[config.mk]
export PLATFORM = sky130hd
export DESIGN_NAME = vga_sync_counter_core
export DESIGN_NICKNAME = d
export VERILOG_FILES = /design/src/rtl/vga_sync_counter_core.sv
export SDC_FILE = /design/constraint.sdc
export NUM_CORES = 1
export LEC_CHECK = 0
export ABC_AREA = 1
export ABC_CLOCK_PERIOD_IN_PS = 2130
export BUFFER_PORTS_ARGS = -buffer_cell sky130_fd_sc_hd__buf_2
export CAP_MARGIN = 10
export CELL_PAD_IN_SITES_DETAIL_PLACEMENT = 1
export CELL_PAD_IN_SITES_GLOBAL_PLACEMENT = 1
export CORE_MARGIN = 8
export CORE_UTILIZATION = 37
export DETAILED_ROUTE_END_ITERATION = 12
export GPL_TIMING_DRIVEN = 1
export HOLD_SLACK_MARGIN = 0.05
export PLACE_DENSITY = 0.81
export SYNTH_ARGS = -nofsm -noshare
export SYNTH_HDL_FRONTEND = slang
export SYNTH_SLANG_ARGS = --single-unit
[constraint.sdc]
create_clock -name clk -period 2.13 [get_ports clk]
set_input_delay 0.1065 -clock clk [delete_from_list [all_inputs] [get_ports clk]]
set_output_delay 0.1065 -clock clk [all_outputs]
set_load 0.02 [all_outputs]
[src/rtl/vga_sync_counter_core.sv]
// VGA timing source: pixel-tick divider, x/y frame counters, registered sync outputs
// and a readable CPU slot exposing position, frame count, status and the run control.
module vga_sync_counter_core #(
    parameter int HD  = 640,
    parameter int HF  = 16,
    parameter int HB  = 48,
    parameter int HR  = 96,
    parameter int VD  = 480,
    parameter int VF  = 10,
    parameter int VB  = 33,
    parameter int VR  = 2,
    parameter int DIV = 4
) (
    input  logic        clk,
    input  logic        reset,
    input  logic        cs,
    input  logic        read,
    input  logic        write,
    input  logic [13:0] addr,
    input  logic [31:0] wr_data,
    output logic [31:0] rd_data,
    output logic [10:0] x,
    output logic [10:0] y,
    output logic        p_tick,
    output logic        hsync,
    output logic        vsync,
    output logic        video_on,
    output logic        frame_start
);

    localparam int HT = HD + HF + HB + HR;
    localparam int VT = VD + VF + VB + VR;
    localparam int DW = (DIV > 1) ? $clog2(DIV) : 1;

    localparam logic [DW-1:0] DIV_M1 = DW'(DIV - 1);
    localparam logic [10:0]   HT_M1  = 11'(HT - 1);
    localparam logic [10:0]   VT_M1  = 11'(VT - 1);
    localparam logic [10:0]   HS_LO  = 11'(HD + HF);
    localparam logic [10:0]   HS_HI  = 11'(HD + HF + HR - 1);
    localparam logic [10:0]   VS_LO  = 11'(VD + VF);
    localparam logic [10:0]   VS_HI  = 11'(VD + VF + VR - 1);
    localparam logic [10:0]   HD_L   = 11'(HD);
    localparam logic [10:0]   VD_L   = 11'(VD);

    logic [DW-1:0] div_q, div_d;
    logic [10:0]   x_q, x_d, y_q, y_d;
    logic [31:0]   frame_q, frame_d;
    logic          run_q, run_d;
    logic          hsync_q, hsync_d;
    logic          vsync_q, vsync_d;
    logic          x_wrap, y_wrap, ctrl_wr, clr;
    logic          unused_bits;

    assign x_wrap      = (x_q == HT_M1);
    assign y_wrap      = (y_q == VT_M1);
    assign p_tick      = run_q && (div_q == DIV_M1);
    assign frame_start = p_tick && x_wrap && y_wrap;
    assign ctrl_wr     = cs && write && (addr[1:0] == 2'd3);
    assign clr         = ctrl_wr && wr_data[1];
    assign video_on    = (x_q < HD_L) && (y_q < VD_L);
    assign unused_bits = ^{addr[13:2], wr_data[31:2]};

    always_comb begin
        div_d   = div_q;
        x_d     = x_q;
        y_d     = y_q;
        hsync_d = hsync_q;
        vsync_d = vsync_q;
        if (run_q) begin
            div_d = p_tick ? '0 : div_q + 1'b1;
        end
        // Sync levels are derived from the post-increment position so they line up with x/y.
        if (p_tick) begin
            x_d = x_wrap ? 11'd0 : x_q + 11'd1;
            if (x_wrap) begin
                y_d = y_wrap ? 11'd0 : y_q + 11'd1;
            end
            hsync_d = !((x_d >= HS_LO) && (x_d <= HS_HI));
            vsync_d = !((y_d >= VS_LO) && (y_d <= VS_HI));
        end
    end

    // A clear from the CPU beats a same-cycle frame-wrap increment.
    always_comb begin
        frame_d = frame_q;
        if (clr) begin
            frame_d = '0;
        end else if (frame_start) begin
            frame_d = frame_q + 32'd1;
        end
        run_d = ctrl_wr ? wr_data[0] : run_q;
    end

    always_comb begin
        rd_data = '0;
        if (cs && read) begin
            case (addr[1:0])
                2'd0:    rd_data = {5'b0, y_q, 5'b0, x_q};
                2'd1:    rd_data = frame_q;
                2'd2:    rd_data = {28'b0, run_q, vsync_q, hsync_q, video_on};
                default: rd_data = {31'b0, run_q};
            endcase
        end
    end

    always_ff @(posedge clk or negedge reset) begin
        if (!reset) begin
            div_q   <= '0;
            x_q     <= '0;
            y_q     <= '0;
            frame_q <= '0;
            run_q   <= 1'b1;
            hsync_q <= 1'b1;
            vsync_q <= 1'b1;
        end else begin
            div_q   <= div_d;
            x_q     <= x_d;
            y_q     <= y_d;
            frame_q <= frame_d;
            run_q   <= run_d;
            hsync_q <= hsync_d;
            vsync_q <= vsync_d;
        end
    end

    assign x     = x_q;
    assign y     = y_q;
    assign hsync = hsync_q;
    assign vsync = vsync_q;

endmodule
==> reports/metrics.cfg <==
[die]
core-area_um2 = 11800
pin_count = 110
die-area_um2 = 15700
fp.dieW_um = 125
die_y_um = 125
num_rows = 40
initial_core_util_pct = 37.3

[worst_setup_path]
rrSetupSlack_ps = 140
r2r-end = frame_q[7]
critPathArrivalTime_ps = 1910
critPathLaunchType = flip-flop
crit_type = reg -> out
path_max_fanout = 6
worst_setup_path_end_kind = output pin
reg2reg_from = x[1]
rr_worst_depth = 12
cp.required_ps = 2020

[worst_hold_path]
whs_endpoint = run_q
holdCritPathClass = in -> reg
whs_path_depth = 4
hp-start = write

[grt]
grtUsageTotal_pct = 21.0
grt_pass1_wl_um = 26700
gr-total-overflow = 0
met2_usage_pct = 38.4
gr-usage-met1_pct = 23.4
use_met3_pct = 3.44
grt_pass1_vias = 5377
grt_max_degree = 30
grt-busiest-layer = met2
antenna_found_initial = 0

[clock_tree]
htree_levels = 3
clock_latency_ps = 340
clock_sinks = 59
clkSlewWorstSetupHoldPaths_ps = 50
cts_root_buf = clkbuf_16
cts_tree = done
clock_path_buffers = 2
cts_buffers = 9

[routing]
vias_per_cell = 5.42
ant_nets = 0
wl_per_cell_um = 17.5
drt_iter0_markers = 294
num_vias = 5038
drc = 0
wl_um = 16200
first_pass_iters = 4

[layout]
post-route-cell-area_um2 = 5320
syn_to_final_growth_pct = 20.8
final_util_pct = 45.1
layout.cells.most_common_list = nand2_1 (218), nor2_1 (73), inv_1 (66), buf_2 (66), dfrtp_1 (55)
fillers = 1623
nNetsFinal = 835
multi_input_area_um2 = 2520
diodes = 0
seqCellArea_um2 = 1480
final_common_cell = nand2_1
drive_above_1_share_pct = 18.5

[sta]
whs_ps = 106
drv_slew = 0
hold_viol = 0
worst_slew_pin_slew_ps = 578
max_freq_mhz = 496
post-route-period-util_pct = 94.7
finalSetupTns_ps = 0
finalSetupViolations = 0
fin_skew_ps = 9.16
period_needed_ps = 2020
slew_headroom_pct = 61.5

[synth]
synthDistinctLibCells = 38
netlist_area_um2 = 4410
synth_top_cell_by_area = dfrtp_1
ys_ff_latch = 59
yosys_warnings = 0
synth_top_area_share_pct = 31.8
syn_inst = 690
seq_area_frac_synth_pct = 33.6
synth.net_count = 747
ys_top_cells_by_area = dfrtp_1 (32%), nand2_1 (19%), nor2_1 (6.2%)
avgSynthCellArea_um2 = 6.38

[power_and_ir_drop]
peakVddDrop_v = 0.000304
p_leak_nw = 2.49
powerDensity_nw_per_um2 = 651

[status]
status = completed

[place]
portBuffers = 67
place_area_um2 = 5020
place.detailed.hpwl_um = 12200
place.gp.congestion = 0.886

[job]
drv_cap = 0

[how the worst max path moves through the flow]
| stage | startpoint | endpoint | slack, ps | cells after the start |
|---|---|---|---|---|
| 2_1_floorplan | x[0] | frame_q[8] | 150 | 12 |
| 3_3_place_gp | x[0] | frame_q[30] | 50 | 11 |
| 3_5_place_dp | x[0] | frame_q[30] | -60 | 11 |
| 4_1_cts | x[1] | frame_start | 100 | 8 |
| 5_1_grt | x[0] | hsync | -4 | 12 |
| 6_report | x[1] | frame_start | 110 | 8 |
[per-stage QoR]
step | setup WS (ps) | std cells | total power (W)
2_1_floorplan | 151 | 690 | 0.00183
3_3_place_gp | 52.6 | 911 | 0.00208
3_5_place_dp | -55.9 | 911 | 0.00214
4_1_cts | 96.2 | 928 | 0.00350
5_1_grt | -4.37 | 929 | 0.00363
6_report | 113 | 929 | 0.00347
[worst max-delay path: stages, from the launching register on]
cell,delay (ps)
dfrtp_1,360
ha_1,200
nand3_2,120
inv_2,110
nand2_4,80
nor2_8,190
nand3_2,140
nor2_4,220
buf_6,150
[logic make-up (layout without fill, tap and decap cells)]
kind of cell    Yosys count  count (layout)  synth area share (%)
flops                    59              59                  33.6
fa+ha+maj                 6               6                  1.70
xor+xnor                  8               8                  1.59
buf+inv                 102             194                  9.34
compound gates          101             101                  12.2
simple gates            414             414                  41.6
[synthesized netlist by cell type (all sizes together)]
cell	count
o22ai	2
nor4	2
a31oi	1
dfstp	3
dfrtp	56
ha	6
nand2	221
nor3b	1
o211ai	1
o31ai	2
and2	1
nor2	84
nand3	46
o21bai	1
nand4	28
o21ai	62
nor3	31
o221ai	1
clkbuf	9
clkinv	3
a21oi	31
buf	11
xor2	8
inv	79
[metal layers]
metal / up-vias / wire length (µm)
met5: - / 0
met4: 0 / 401
met3: 34 / 611
met2: 109 / 8190
met1: 2475 / 7020
li1: 2420 / -
[layout make-up]
type                            count  share of cell area (%)
Inverter                           82                    5.81
Timing Repair Buffer               97                    10.7
Multi-Input combinational cell    529                    47.3
Sequential cell                    59                    27.8
Tap cell                          147                    3.46
Clock buffer                       15                    4.84
[what timing repair did]
action | CTS | global route
resized for setup | 1 | 3
hold endpoints to repair | 20 | 0
endpoints found under the setup margin | 12 | 2
gates cloned | 0 | 0
setup buffers | 0 | 1
pin swaps | 0 | 2
hold buffers | 2 | 0
[report_power, final]
group / internal (W) / switching, W / total, W
sequential: 0.00126 / 0.000145 / 0.00141
combinational: 0.000225 / 0.000490 / 0.000715
clock: 0.000814 / 0.000527 / 0.00134
[state kept, by name, summed over array words and instances, names as in the netlist]
name,flops
div_q,2
frame_q,32
hsync,1
run_q,1
vsync,1
x,11
y,11
Power figures use the tool's default switching activity.
